[config.mk]
export PLATFORM = sky130hd
export DESIGN_NAME = stand_delay_mc
export DESIGN_NICKNAME = d
export VERILOG_FILES = /design/src/rtl/stand_delay_mc.sv
export SDC_FILE = /design/constraint.sdc
export NUM_CORES = 1
export LEC_CHECK = 0
export CORE_ASPECT_RATIO = 0.5
export CORE_MARGIN = 2
export CORE_UTILIZATION = 50
export CTS_BUF_LIST = sky130_fd_sc_hd__clkbuf_8
export DETAILED_ROUTE_END_ITERATION = 8
export PLACE_DENSITY = 0.71
export RECOVER_POWER = 50
export SLEW_MARGIN = 25
export SYNTH_ARGS = -nofsm -noshare
export SYNTH_HDL_FRONTEND = slang
export SYNTH_SLANG_ARGS = --single-unit
export TNS_END_PERCENT = 5
[constraint.sdc]
create_clock -name clk -period 5.86 [get_ports clk]
set_clock_uncertainty 0.05 [all_clocks]
set_input_delay 0.586 -clock clk [delete_from_list [all_inputs] [get_ports clk]]
set_output_delay 0.586 -clock clk [all_outputs]
set_load 0.03 [all_outputs]
[src/rtl/stand_delay_mc.sv]
// Multi-channel stall-injection delay generator: each channel runs an independent
// delay_start/delay_done handshake whose delay comes from a per-channel 32-bit Galois LFSR.
module stand_delay_mc #(
    parameter int          CH              = 4,
    parameter int          DELAY_MAX_PTR   = 5,
    parameter int          DELAY_MIN       = 0,
    parameter int          DELAY_FIXED     = 3,
    parameter int          DELAY_START_EN  = 1,
    parameter int          DELAY_START_CNT = 10,
    parameter logic [31:0] DELAY_SEED      = 32'h1d76993a
) (
    input  logic              clk,
    input  logic              rst_,
    input  logic [2*CH-1:0]   delay_mode,
    input  logic [CH-1:0]     delay_high,
    input  logic [CH-1:0]     delay_freeze,
    input  logic [CH-1:0]     delay_start,
    output logic [CH-1:0]     delay_done,
    output logic [16*CH-1:0]  hs_cnt
);

    localparam int              CNT_W    = DELAY_MAX_PTR + 3;
    localparam logic [31:0]     LFSR_TAP = 32'h80200003;
    localparam logic [CNT_W-1:0] CNT_RST = (DELAY_START_EN != 0) ? CNT_W'(DELAY_START_CNT) : '0;
    localparam logic [CNT_W-1:0] D_MIN   = CNT_W'(DELAY_MIN);
    localparam logic [CNT_W-1:0] D_FIXED = CNT_W'(DELAY_FIXED);

    typedef enum logic [1:0] {
        MODE_FIXED   = 2'd0,
        MODE_UNIFORM = 2'd1,
        MODE_BIMODAL = 2'd2,
        MODE_PASS    = 2'd3
    } mode_e;

    for (genvar i = 0; i < CH; i++) begin : g_ch
        localparam logic [31:0] SEED_X = DELAY_SEED ^ 32'(i);
        localparam logic [31:0] SEED_I = (SEED_X == 32'h0) ? 32'h1 : SEED_X;

        logic [CNT_W-1:0] r_cnt;
        logic [31:0]      r_lfsr;
        logic [15:0]      r_hs;
        logic [CNT_W-1:0] w_r;
        logic [CNT_W-1:0] w_lo;
        logic [CNT_W-1:0] w_d;
        logic [31:0]      w_lfsr_next;
        logic             w_hs;
        mode_e            w_mode;

        assign w_mode        = mode_e'(delay_mode[2*i +: 2]);
        assign delay_done[i] = (r_cnt == '0) & ~delay_freeze[i];
        assign w_hs          = delay_done[i] & delay_start[i];
        assign w_lfsr_next   = (r_lfsr >> 1) ^ (r_lfsr[0] ? LFSR_TAP : 32'h0);
        assign hs_cnt[16*i +: 16] = r_hs;

        // D is taken from the pre-advance LFSR; mode/high only matter in the handshake cycle.
        // NOTE: every always_comb output gets a default first so no path can infer a latch.
        always_comb begin
            w_r = '0;
            if (delay_high[i]) w_r = r_lfsr[CNT_W-1:0];
            else               w_r[DELAY_MAX_PTR-1:0] = r_lfsr[DELAY_MAX_PTR-1:0];
            w_lo = (w_r < D_MIN) ? D_MIN : w_r;
            w_d  = '0;
            case (w_mode)
                MODE_FIXED:   w_d = D_FIXED;
                MODE_UNIFORM: w_d = w_lo;
                MODE_BIMODAL: w_d = r_lfsr[31] ? w_lo : '0;
                MODE_PASS:    w_d = '0;
                default:      w_d = '0;
            endcase
        end

        // NOTE: state registers use non-blocking assignments so all channels update from pre-edge values.
        always_ff @(posedge clk) begin
            if (!rst_) begin
                r_cnt  <= CNT_RST;
                r_lfsr <= SEED_I;
                r_hs   <= '0;
            end else if (w_hs) begin
                r_cnt  <= w_d;
                r_lfsr <= w_lfsr_next;
                r_hs   <= (r_hs == 16'hFFFF) ? r_hs : r_hs + 16'd1;
            end else if (r_cnt != '0 && !delay_freeze[i]) begin
                r_cnt  <= r_cnt - CNT_W'(1);
            end
        end
    end

endmodule

==> results.cfg, run 1 <==
[floorplanning]
rows = 35
design.die.area_sq_um = 20500
fp.dieW_um = 200
core_sq_um = 18700
io_pins = 90
start_util_pct = 51.7
die_h_um = 102

[synth]
synth_xor_area_share_pct = 4.63
yosysWarnings = 0
ys_ff_latch = 224
syn_inst = 1210
synth_edf_count = 0
synth_nets = 1240
dominantRegCellSynth = dfxtp_1
synth_seq_area_share_pct = 46.5
synth.avg_cell_area_sq_um = 7.97
netlist_area_sq_um = 9640
synth_compound_area_share_pct = 13.6
synth-async-reset-ratio_pct = 0
synth_top_family_by_area = simple AND/OR/NAND/NOR gates
synthMuxAreaShare_pct = 0.415
yosysUniqueCellTypes = 62
synth_simple_gate_area_share_pct = 29.9
synthAdderAreaFrac_pct = 1.04

[route]
route.detailed.drc = 0
routed_via_density = 5.55
vias = 8675
post_drt_wl_per_cell_um = 13.7
first_pass_iters = 5
ant_nets = 0
totalWireLength_um = 21400
drt-initial-drc-count = 501

[critical_path]
end_kind = flip-flop
criticalPathCategory = in -> reg
cp.required_ns = 6.23
r2r_end = g_ch[3].r_hs[15]$_SDFFE_PN0P_
arrival_ns = 4.28
reg2reg_depth = 8
r2r_start = g_ch[3].r_cnt[0]$_SDFFE_PN0P_
cp_max_fo = 43
start_kind = primary input
ff2ff_setup_slack_ns = 1.96

[timing]
rsz0062_at_grt = no
fin_setup_tns_ns = 0
hold_viol = 0
setup_slack_ns = 1.95
finalCritPeriodShare_pct = 66.8
fin_crit_ns = 3.91
setup_viol_count_final = 0
max_freq_mhz = 255
slew_headroom_pct = -99.8
slew_viol_final = 193
worst_slew_pin_slew_ns = 3.00

[layout]
area_delta_synth_final_pct = 17.9
nets = 1309
most-common-layout-cells = nand2_1 (280), dfxtp_1 (224), a21oi_1 (101)
layout-drive-gt1-share_pct = 5.76
final_common_cell = nand2_1
diodes = 0

[power]
switching_share_pct = 23.7
power_density_nw_per_um2 = 260
power_frac_seq_pct = 52.7
p_leak_uw = 0.00432
p_sw_uw = 698
pwr-share-clk_pct = 42.8
peakVddDrop_uv = 126
comb_power_share_pct = 4.5
p_int_uw = 2250

[global_route]
globalRouteTotalUtil_pct = 21.1
grt_pass1_vias = 8167
grt_overflow = 0
grt_pass1_wl_um = 37100
antenna_found_initial = 0
grt_max_degree = 74

[clock_network]
cts_root_buffer = clkbuf_8
h-tree-depth = 2
clock_sinks = 224
cts_resized = 0
postCtsHoldBufs = 0
numCtsBuffers = 34
clockBufferDepth = 3
clkTransAtPathRegs_ns = 0.07
cts_tree = yes
worstSkewPairLatency_ns = 0.50
cts_setup_buffers = 0

[worst_hold_path]
min_to = g_ch[3].r_lfsr[10]$_SDFFE_PN0N_
hold_depth = 2
hp-class = reg -> reg
min-delay-start = g_ch[3].r_lfsr[11]$_SDFFE_PN1N_

[place]
gp_congestion = 0.849
dp_slack_ns = 2.42
io_buffers = 89
hpwlAfterDp_um = 13400

[job]
cap_violations = 4

[outcome]
violations = capacitance limit, slew limit
status = complete, but fails checks
worst max-delay path, stage by stage:
cell	delay, ns
clkdlybuf4s50_1	0.54
or4b_1	0.61
nor4_4	0.15
clkbuf_1	1.27
nand4_1	0.47
or3_1	0.49
a21oi_1	0.15
cell usage after synthesis (all sizes together) (3+ instances only):
library cell / instances / share of area (%)
inv: 29 / 1.1
or4: 9 / 0.74
and4: 6 / 0.55
and2: 3 / 0.19
or3: 21 / 1.4
clkbuf: 64 / 2.5
a21oi: 101 / 5.2
a41oi: 4 / 0.36
nor3: 30 / 1.6
o41ai: 9 / 0.82
o21a: 4 / 0.31
o211ai: 16 / 1.2
nand4: 27 / 1.8
or2: 4 / 0.26
nor4: 25 / 1.7
dfxtp: 224 / 47
a211o: 4 / 0.36
xnor2: 39 / 3.5
and3: 6 / 0.39
nor3b: 7 / 0.55
nand3: 88 / 4.6
nor4b: 5 / 0.52
nor2b: 3 / 0.19
xor2: 12 / 1.1
o21ai: 32 / 1.7
nand2b: 4 / 0.26
mux2i: 4 / 0.42
ha: 8 / 1.0
nor2: 78 / 3.0
buf: 5 / 0.22
nand2: 280 / 11
nand3b: 6 / 0.47
o31ai: 5 / 0.39
a31oi: 13 / 0.84
a211oi: 4 / 0.31
o311ai: 4 / 0.36
stage by stage:
stage | cell area (sq um) | util, % | std cells | hold WS, ns | total power, uW
4_1_cts | 11400 | 61.0 | 1562 | 0.396 | 2990
3_5_place_dp | 10700 | 57.5 | 1502 | 0.394 | 1720
6_report | 11400 | 60.9 | 1562 | 0.391 | 2950
3_3_place_gp | 10700 | 57.5 | 1502 | 0.385 | 1720
5_1_grt | 11400 | 60.9 | 1562 | 0.402 | 3080
2_1_floorplan | 9640 | - | 1210 | 0.382 | 1670
how the worst max path moves through the flow:
stage	startpoint	end	slack (ns)	cells past startpoint
2_1_floorplan	g_ch[3].r_cnt[0]$_SDFFE_PN0P_	delay_done[3]	3.29	4
3_3_place_gp	delay_freeze[3]	g_ch[3].r_hs[7]$_SDFFE_PN0P_	2.51	7
3_5_place_dp	delay_freeze[3]	g_ch[3].r_hs[7]$_SDFFE_PN0P_	2.42	7
4_1_cts	g_ch[3].r_cnt[0]$_SDFFE_PN0P_	delay_done[3]	2.36	5
5_1_grt	g_ch[3].r_cnt[0]$_SDFFE_PN0P_	g_ch[3].r_hs[15]$_SDFFE_PN0P_	1.49	8
6_report	delay_freeze[3]	g_ch[3].r_hs[15]$_SDFFE_PN0P_	1.95	7
power groups by stage:
stage | logic, uW | clock network [uW] | registers (uW)
after floorplan | 88.4 | 0 | 1580
after global placement | 128 | 0 | 1590
after detailed placement | 132 | 0 | 1590
after CTS | 132 | 1300 | 1550
after global routing | 148 | 1380 | 1560
final | 132 | 1260 | 1550
registers in the layout (all words and copies together) (netlist names):
signal	cells
g_ch.r_cnt	32
g_ch.r_hs	64
g_ch.r_lfsr	128
layout make-up:
type / count / area, sq um
Timing Repair Buffer: 102 / 980
Multi-Input combinational cell: 888 / 4790
Clock inverter: 17 / 75.1
Tap cell: 259 / 324
Clock buffer: 43 / 592
Inverter: 29 / 111
Sequential cell: 224 / 4480
Fill cell: 1682 / 7300
cells by family (layout without fill, tap and decap cells):
group | after synthesis | count (layout)
xor gates and xnor gates | 51 | 51
muxes | 4 | 4
buffers and inverters | 98 | 191
adders and majority gates | 8 | 8
DFF | 224 | 224
AOI/OAI and AO/OA | 215 | 215
and+or+nand+nor | 610 | 610
routing by layer:
| layer | up-vias | share of wire, % | global-route usage (%) |
|---|---|---|---|
| li1 | 4383 | - | - |
| met1 | 4056 | 47 | 26.6 |
| met2 | 211 | 47 | 36.8 |
| met3 | 25 | 5.3 | 4.50 |
| met4 | 0 | 1.4 | 6.67 |
| met5 | - | 0 | 0 |
(Power assumes the default switching activity.)
==> run 2, diff against run 1 <==
Settings changed: PLACE_DENSITY 0.71 to 0.74.
Clock period 5.86 ns to 3.3 ns, I/O delays scaled along.
==> run 2 against run 1 <==
The run now ends clean. Cell count about the same. Clock-buffer cell count increased by 1. Non-clock buffer count grew 4. Sequential cell count stayed put. Via count rose by 1.2%. Sequential power is 78% higher. Register-to-register slack got worse by 1.5 ns. Critical path depth decreased by 1. Critical endpoint is now delay_done[2]. Largest power group unchanged. Worst hold slack gained 0.0092 ns. Routed wire length decreased by 0.19%. Utilization grew 0.24 points.
==> results.cfg, run 2 (same netlist as run 1, synthesis figures left out) <==
[clock_network]
clockBufferDepth = 3
numCtsBuffers = 34
cts_tree = yes
clock_sinks = 224
h-tree-depth = 2
worstSkewPairLatency_ns = 0.50
clkTransAtPathRegs_ns = 0.06
cts_root_buffer = clkbuf_8
postCtsHoldBufs = 0
cts_resized = 0
cts_setup_buffers = 0

[critical_path]
ff2ff_setup_slack_ns = 0.44
crit_family = simple AND/OR/NAND/NOR gates
reg2reg_depth = 8
arrival_ns = 2.68
crit_buf_inv = 2
start_kind = flip-flop
slowest_stage = clkdlybuf4s50_1
path_cells = inv_1 -> ha_1 -> nor3b_1 -> nand2_1 -> nor2_1 -> clkdlybuf4s50_1
path_depth = 6
r2r_end = g_ch[1].r_cnt[4]$_SDFFE_PN0P_
cp.required_ns = 2.92
max_stage_delay_ns = 0.68
end_kind = output pin
r2r_start = g_ch[1].r_cnt[0]$_SDFFE_PN0P_
cp_max_fo = 5
criticalPathCategory = reg -> out

[layout]
final_common_cell = nand2_1
top_register = g_ch.r_lfsr
most-common-layout-cells = nand2_1 (280), dfxtp_1 (224), a21oi_1 (101)
diodes = 0
layout-drive-gt1-share_pct = 5.91
largest_reg_flops = 128
nets = 1313
area_delta_synth_final_pct = 18.3
largestRegisters = g_ch.r_lfsr (128), g_ch.r_hs (64), g_ch.r_cnt (32)

[outcome]
status = finished clean

[floorplanning]
design.die.area_sq_um = 20500
start_util_pct = 51.7
core_sq_um = 18700
rows = 35
fp.dieW_um = 200
die_h_um = 102
io_pins = 90

[route]
wl_met2_um = 10100
vias = 8780
route.met3.wl_um = 912
post_drt_wl_per_cell_um = 13.7
first_pass_iters = 5
drt-initial-drc-count = 457
totalWireLength_um = 21400
routed_via_density = 5.62
route.detailed.drc = 0
ant_nets = 0
drt-met1-wl_um = 9900
highest_layer = met4

[power]
peakVddDrop_uv = 221
p_leak_uw = 0.00437
power_density_nw_per_um2 = 463

[timing]
finalCritPeriodShare_pct = 92.7
setup_viol_count_final = 0
fin_setup_tns_ns = 0
hold_viol = 0
max_freq_mhz = 327
fin_crit_ns = 3.06
setup_slack_ns = 0.239
worst_slew_pin_slew_ns = 0.979
slew_viol_final = 0
rsz0062_at_grt = no
slew_headroom_pct = 34.8

[worst_hold_path]
hp-class = in -> reg
min-delay-start = rst_
hold_depth = 3
min_to = g_ch[3].r_lfsr[27]$_SDFFE_PN1N_

[global_route]
grt_pass1_vias = 8163
antenna_found_initial = 0
grt_max_degree = 99
globalRouteTotalUtil_pct = 20.8
grt_pass1_wl_um = 36600
grt_overflow = 0

[place]
dp_slack_ns = 0.379
io_buffers = 89
gp_congestion = 0.897
hpwlAfterDp_um = 13500

[job]
cap_violations = 0
==> run 2: cell types whose count changed in the layout (fill, tap and decap cells not counted), sizes merged <==
cell,previous run,this run
clkbuf,48,49
inv,39,38
bufinv,0,1
buf,9,13
clkinvlp,1,0
dlygate4sd3,66,65
dlymetal6s2s,0,1
clkinv,6,1
==> run 2: per-stage QoR <==
stage / total power [uW] / std cells / instance area, sq um / hold slack [ns] / util, %
global route: 5510 / 1561 / 11400 / 0.415 / 61.1
detailed placement: 3050 / 1506 / 10800 / 0.392 / 57.7
floorplan: 2970 / 1210 / 9640 / 0.382 / -
global placement: 3050 / 1506 / 10800 / 0.386 / 57.7
finish: 5280 / 1561 / 11400 / 0.400 / 61.1
CTS: 5360 / 1561 / 11400 / 0.405 / 61.3
==> run 2: worst max path at each step <==
stage                                        startpoint                      endpoint
after floorplan           g_ch[3].r_cnt[0]$_SDFFE_PN0P_  g_ch[3].r_hs[7]$_SDFFE_PN0P_
after global placement                  delay_freeze[3]  g_ch[3].r_hs[7]$_SDFFE_PN0P_
after detailed placement                delay_freeze[3]  g_ch[3].r_hs[7]$_SDFFE_PN0P_
after CTS                 g_ch[3].r_cnt[0]$_SDFFE_PN0P_                 delay_done[3]
after global routing      g_ch[2].r_cnt[0]$_SDFFE_PN0P_                 delay_done[2]
final                     g_ch[2].r_cnt[0]$_SDFFE_PN0P_                 delay_done[2]
==> run 2: power breakdown <==
group | internal, uW | total (uW) | switching [uW]
combinational | 89.2 | 233 | 144
clock | 1260 | 2290 | 1030
sequential | 2730 | 2760 | 29.6
==> run 2: final cells by class <==
class / instances / area (sq um)
timing repair buffer: 106 / 1030
multi-input combinational: 888 / 4780
clock buffer: 44 / 606
tap: 259 / 324
fill: 1623 / 7250
inverter: 29 / 111
clock inverter: 11 / 68.8
sequential: 224 / 4480
==> run 2: routing by layer <==
metal	up-vias	GRT usage [%]
li1	4384	-
met1	4148	26.1
met2	200	36.9
met3	48	3.54
met4	0	7.01
met5	-	0
==> run 2: worst register-to-register path, stage by stage (launching register included) <==
cell and delay (ns):
dfxtp_1 0.33, inv_1 0.06, ha_1 0.22, or3b_2 0.49, nor3_1 0.26, clkbuf_1 0.77, nand3_1 0.16, a211o_1 0.33
a21oi_1 0.13
